$ cat config.mk
export PLATFORM = sky130hd
export DESIGN_NAME = lives_manager
export DESIGN_NICKNAME = d
export VERILOG_FILES = /design/src/rtl/lives_manager.sv
export SDC_FILE = /design/constraint.sdc
export NUM_CORES = 1
export LEC_CHECK = 0
export CAP_MARGIN = 20
export CORE_MARGIN = 5
export CORE_UTILIZATION = 54
export CTS_CLUSTER_SIZE = 40
export DETAILED_ROUTE_END_ITERATION = 16
export PLACE_DENSITY = 0.76
export REMOVE_ABC_BUFFERS = 1
export SYNTH_ARGS = -nofsm -noshare
export SYNTH_HDL_FRONTEND = slang
export SYNTH_SLANG_ARGS = --single-unit
$ cat constraint.sdc
create_clock -name Clk -period 2.45 [get_ports Clk]
set_clock_uncertainty 0.1 [all_clocks]
set_input_delay 0.245 -clock Clk [delete_from_list [all_inputs] [get_ports Clk]]
set_output_delay 0.245 -clock Clk [all_outputs]
set_load 0.05 [all_outputs]
$ cat src/rtl/lives_manager.sv
// Lives bookkeeping for the brick-breaker game: new game, play, respawn freeze and game over.
// Optional blink-modulated display output is enabled with LIVES_BLINK_EN.
//
//   state     | meaning
//   S_IDLE    | after reset, waiting for NewGame, Lives=0
//   S_PLAY    | ball in play, loss/bonus events accepted
//   S_RESPAWN | ball/paddle frozen for RESPAWN_CYCLES, bonus still accepted
//   S_OVER    | last life lost, waiting for NewGame
module lives_manager #(
  parameter int unsigned INIT_LIVES     = 3,
  parameter int unsigned MAX_LIVES      = 9,
  parameter int unsigned RESPAWN_CYCLES = 50_000_000,
  parameter int unsigned BLINK_CYCLES   = 12_500_000
) (
  input  logic       Clk,
  input  logic       Reset_n,
  input  logic       NewGame,
  input  logic       BallLost,
  input  logic       BonusLife,
  output logic [7:0] Lives,
  output logic       Respawn,
  output logic       GameOver
`ifdef LIVES_BLINK_EN
  ,
  output logic [7:0] LivesDisp
`endif
);

  typedef enum logic [1:0] {S_IDLE, S_PLAY, S_RESPAWN, S_OVER} state_t;

  localparam logic [7:0]  INIT_L    = 8'(INIT_LIVES);
  localparam logic [7:0]  MAX_L     = 8'(MAX_LIVES);
  localparam logic [31:0] RCNT_LOAD = 32'(RESPAWN_CYCLES - 1);

  generate
    if (INIT_LIVES < 1 || INIT_LIVES > MAX_LIVES || MAX_LIVES > 9 ||
        RESPAWN_CYCLES < 1 || BLINK_CYCLES < 1) begin : g_bad_params
      $error("lives_manager: parameter out of range");
    end
  endgenerate

  state_t      state_q, state_d;
  logic [7:0]  lives_q, lives_d;
  logic        respawn_q, respawn_d;
  logic        game_over_q, game_over_d;
  logic [31:0] rcnt_q, rcnt_d;
  logic [7:0]  lives_inc;

  assign lives_inc = (lives_q < MAX_L) ? lives_q + 8'd1 : MAX_L;

  always_comb begin
    state_d     = state_q;
    lives_d     = lives_q;
    respawn_d   = respawn_q;
    game_over_d = game_over_q;
    rcnt_d      = rcnt_q;
    if (NewGame) begin
      state_d     = S_PLAY;
      lives_d     = INIT_L;
      respawn_d   = 1'b0;
      game_over_d = 1'b0;
      rcnt_d      = '0;
    end else begin
      case (state_q)
        S_PLAY: begin
          // A simultaneous bonus cancels the loss but the ball is still gone.
          if (BallLost && (BonusLife || lives_q > 8'd1)) begin
            if (!BonusLife) lives_d = lives_q - 8'd1;
            state_d   = S_RESPAWN;
            respawn_d = 1'b1;
            rcnt_d    = RCNT_LOAD;
          end else if (BallLost) begin
            lives_d     = '0;
            state_d     = S_OVER;
            game_over_d = 1'b1;
          end else if (BonusLife) begin
            lives_d = lives_inc;
          end
        end
        S_RESPAWN: begin
          if (BonusLife) lives_d = lives_inc;
          if (rcnt_q == '0) begin
            state_d   = S_PLAY;
            respawn_d = 1'b0;
          end else begin
            rcnt_d = rcnt_q - 32'd1;
          end
        end
        default: ;
      endcase
    end
  end

  always_ff @(posedge Clk) begin
    if (!Reset_n) begin
      state_q     <= S_IDLE;
      lives_q     <= '0;
      respawn_q   <= 1'b0;
      game_over_q <= 1'b0;
      rcnt_q      <= '0;
    end else begin
      state_q     <= state_d;
      lives_q     <= lives_d;
      respawn_q   <= respawn_d;
      game_over_q <= game_over_d;
      rcnt_q      <= rcnt_d;
    end
  end

  assign Lives    = lives_q;
  assign Respawn  = respawn_q;
  assign GameOver = game_over_q;

`ifdef LIVES_BLINK_EN
  localparam logic [31:0] BLINK_LOAD = 32'(BLINK_CYCLES - 1);

  logic [31:0] blink_cnt_q, blink_cnt_d;
  logic        blink_phase_q, blink_phase_d;
  logic [7:0]  lives_disp_q, lives_disp_d;

  // Phase 0 blanks the display; every respawn starts blanked.
  always_comb begin
    blink_cnt_d   = '0;
    blink_phase_d = 1'b0;
    if (state_d == S_RESPAWN) begin
      if (state_q != S_RESPAWN) begin
        blink_cnt_d = BLINK_LOAD;
      end else if (blink_cnt_q == '0) begin
        blink_cnt_d   = BLINK_LOAD;
        blink_phase_d = ~blink_phase_q;
      end else begin
        blink_cnt_d   = blink_cnt_q - 32'd1;
        blink_phase_d = blink_phase_q;
      end
    end
    lives_disp_d = (state_d == S_RESPAWN && !blink_phase_d) ? 8'd0 : lives_d;
  end

  always_ff @(posedge Clk) begin
    if (!Reset_n) begin
      blink_cnt_q   <= '0;
      blink_phase_q <= 1'b0;
      lives_disp_q  <= '0;
    end else begin
      blink_cnt_q   <= blink_cnt_d;
      blink_phase_q <= blink_phase_d;
      lives_disp_q  <= lives_disp_d;
    end
  end

  assign LivesDisp = lives_disp_q;
`endif

endmodule

==> key figures <==
Floorplan
  – IO Pins: 15
  – Initial Util: 0.5515
  – Die area: 6723 um2
  – Row count: 26
  – Die H: 82.00 um
  – Die width: 82.00 um
  – Core area: 5075 um2

Setup path
  – Setup CP Type: reg2reg
  – CP Capture Type: flip-flop
  – Reg-to-reg startpoint: rcnt_q[0]
  – Worst R2R Setup Slack: 0.09 ns
  – Worst Setup Start Kind: flip-flop
  – WP data required: 2.56 ns
  – WP data arrival: 2.47 ns
  – Worst Setup SP: rcnt_q[0]
  – CP Max Fanout: 5

Placed design
  – HPWL after DPL: 5026 um
  – Cell Area, Placed: 3184 um2
  – Placed cells: 439
  – Placer Congestion: 0.8347
  – PortBufs: 14
  – Post-Place Setup Slack: -0.1087 ns

Timing
  – Min cycle time layout: 2.364 ns
  – Worst-Margin Slew: 0.5723 ns
  – Period Utilization, post-route: 0.9648
  – Final setup violation count: 0
  – Hold Vio Cnt, Final: 0
  – Final Max Slew Viols: 0
  – Fmax: 423.0 MHz
  – RSZ-0062 raised after global routing: yes
  – Post-route setup TNS: 0 ns
  – Hold slack: 0.3755 ns
  – Worst slew margin: 0.6164
  – Setup slack after layout: 0.08616 ns

Clocking
  – CTS tree: yes
  – Maximum clock path buffer count: 2
  – CTS Sinks: 44
  – CTS root buf: clkbuf_8
  – Clock latency on the worst-skew pair: 0.30 ns
  – H-tree Lvls: 2
  – CTS clock-pin slew for the worst setup and hold paths: 0.08 ns
  – Num CTS Buffers: 5

GRT
  – GRT overflow: 0
  – Total GRT Usage: 0.2223
  – Vias in the first global route: 2644
  – Largest net degree at the start of global routing: 33
  – Initial antenna violation count: 0
  – First-pass GRT wire length: 11850 um

Synthesis
  – XOR/XNOR Fraction of Synth Area: 0
  – Post-synthesis cell count: 348
  – Largest area contributor in the netlist: dfxtp_1
  – Mux share of post-synthesis cell area: 0.01073
  – Synthesized area: 2799 um2
  – Post-synthesis cell type count: 58
  – Async set-reset flop share out of synthesis: 0
  – Post-synth top cells: 44 x dfxtp_1, 26 x a21oi_1, 20 x clkbuf_1, 20 x or4_1
  – Largest family of logic cells by synthesized area: simple AND/OR/NAND/NOR gates
  – Post-synthesis compound-gate area fraction: 0.2673
  – Synth warnings: 0
  – Largest cells by area after synthesis: dfxtp_1 31%, or4_1 5.4%, a21oi_1 4.6%
  – Primary FF master, synth: dfxtp_1
  – Seq/Total Area, Yosys: 0.3147
  – Post-synth EDFFs: 0
  – Simple-Gate Fraction of Synth Area: 0.3089
  – Synth top area share: 0.3147
  – Top-count cell post-synth: dfxtp_1
  – Post-synthesis adder-cell area fraction: 0.03129
  – Seq cells post-synth: 44
  – Post-synthesis area per instance: 8.043 um2

Worst hold path
  – Worst Hold Class: reg2reg
  – Worst hold start: rcnt_q[16]

Detailed routing
  – Wire per inst: 16.42 um
  – Routed Antenna Nets: 0
  – DRC: 0
  – Met2 Routed Length: 3820 um
  – Met3 wire len: 396 um
  – Iteration-0 DRC Markers: 115
  – Vias per cell: 6.280
  – WL final: 7439 um
  – Top layer in use: met4
  – 1st-pass router iterations: 4
  – WL met1: 3140 um
  – Via count: 2845

Power and ir drop
  – VDD IR max: 0.3877 mV
  – Lkg Pwr: 1.213 nW
  – Total power: 2.063 mW
  – PwrDens: 607.7 nW/um2

Cells and area
  – Core Util, Final: 0.6689
  – Area grow syn2layout: 21.28%
  – # fillers: 442
  – Final Cell Area: 3395 um2
  – Layout net count: 394
  – Diode count: 0
  – Final instance count without filler cells: 453
  – Ratio of cells with drive above 1 in the final layout: 0.2063

Flow run
  – Max Cap Violations: 0

Outcome
  – Run status: complete, no violations
## where the power goes
group	leakage [nW]	switching [mW]	internal (mW)
registers	0.359	0.0413	0.754
clock network	0.0445	0.256	0.230
logic	0.810	0.433	0.349
## worst max-delay path: stages, from the launching register on
cell and delay (ns):
dfxtp_2 0.32, buf_4 0.14, or4_4 0.57, or4_4 0.55, o41ai_2 0.23, a31oi_1 0.12, a311oi_1 0.25
## flip-flops by register name, summed over array words and instances, names as in the netlist
| register | flops |
|---|---|
| Respawn | 1 |
| GameOver | 1 |
| rcnt_q | 32 |
| Lives | 8 |
| state_q | 2 |
## worst paths after layout
check          endpoint  cells past startpoint
max          rcnt_q[19]                      6
min          rcnt_q[16]                      2
max reg2reg  rcnt_q[19]                      6
min reg2reg  rcnt_q[16]                      2
## layer usage
layer	global-route usage	up-vias
met1	0.2730	1351
met5	0	-
met4	0.08306	0
met2	0.3869	66
li1	-	1421
met3	0.03728	7
## cell usage in the layout (no fill, tap or decap), types with 3 or more instances in the layout
cell type	netlist	routed
or4_1	20	17
a31oi_1	18	17
o21ai_0	19	19
or3_1	12	11
clkbuf_8	0	6
nor4_1	8	8
buf_4	1	36
or2_2	3	3
ha_1	7	6
dfxtp_1	44	41
or4_4	1	4
nand4_1	6	6
inv_1	11	10
a311oi_1	11	11
nand2_1	15	14
a21oi_1	26	25
nor2_1	19	18
o31ai_1	14	13
nor2b_1	4	4
buf_12	0	3
clkdlybuf4s50_1	0	14
nor3_1	18	17
a21boi_0	3	3
nand2b_1	9	9
nor3b_1	3	3
mux2i_1	3	3
o21a_1	5	5
dfxtp_2	0	3
nand3_1	6	6
## kinds of logic after synthesis
family / after synthesis
mux: 3
buf+inv: 39
compound gates: 114
flops: 44
simple gates: 141
fa+ha+maj: 7
## cell type report
class | count | area, um2 | area share
Clock buffer | 7 | 86.33 | 0.02543
Clock inverter | 1 | 7.507 | 0.002212
Inverter | 11 | 41.29 | 0.01216
Multi-Input combinational cell | 265 | 1800 | 0.5304
Sequential cell | 44 | 884.6 | 0.2606
Tap cell | 70 | 87.58 | 0.02580
Timing Repair Buffer | 55 | 486.7 | 0.1434
## timing repair
item                                    CTS  global route
endpoints found under the hold margin     0             0
pin swaps                                 1             9
gates resized for setup                   2            18
hold buffers                              0             0
endpoints found under the setup margin    8            26
setup buffers                             1             4
Note: power is estimated with default switching activity, not from simulation.
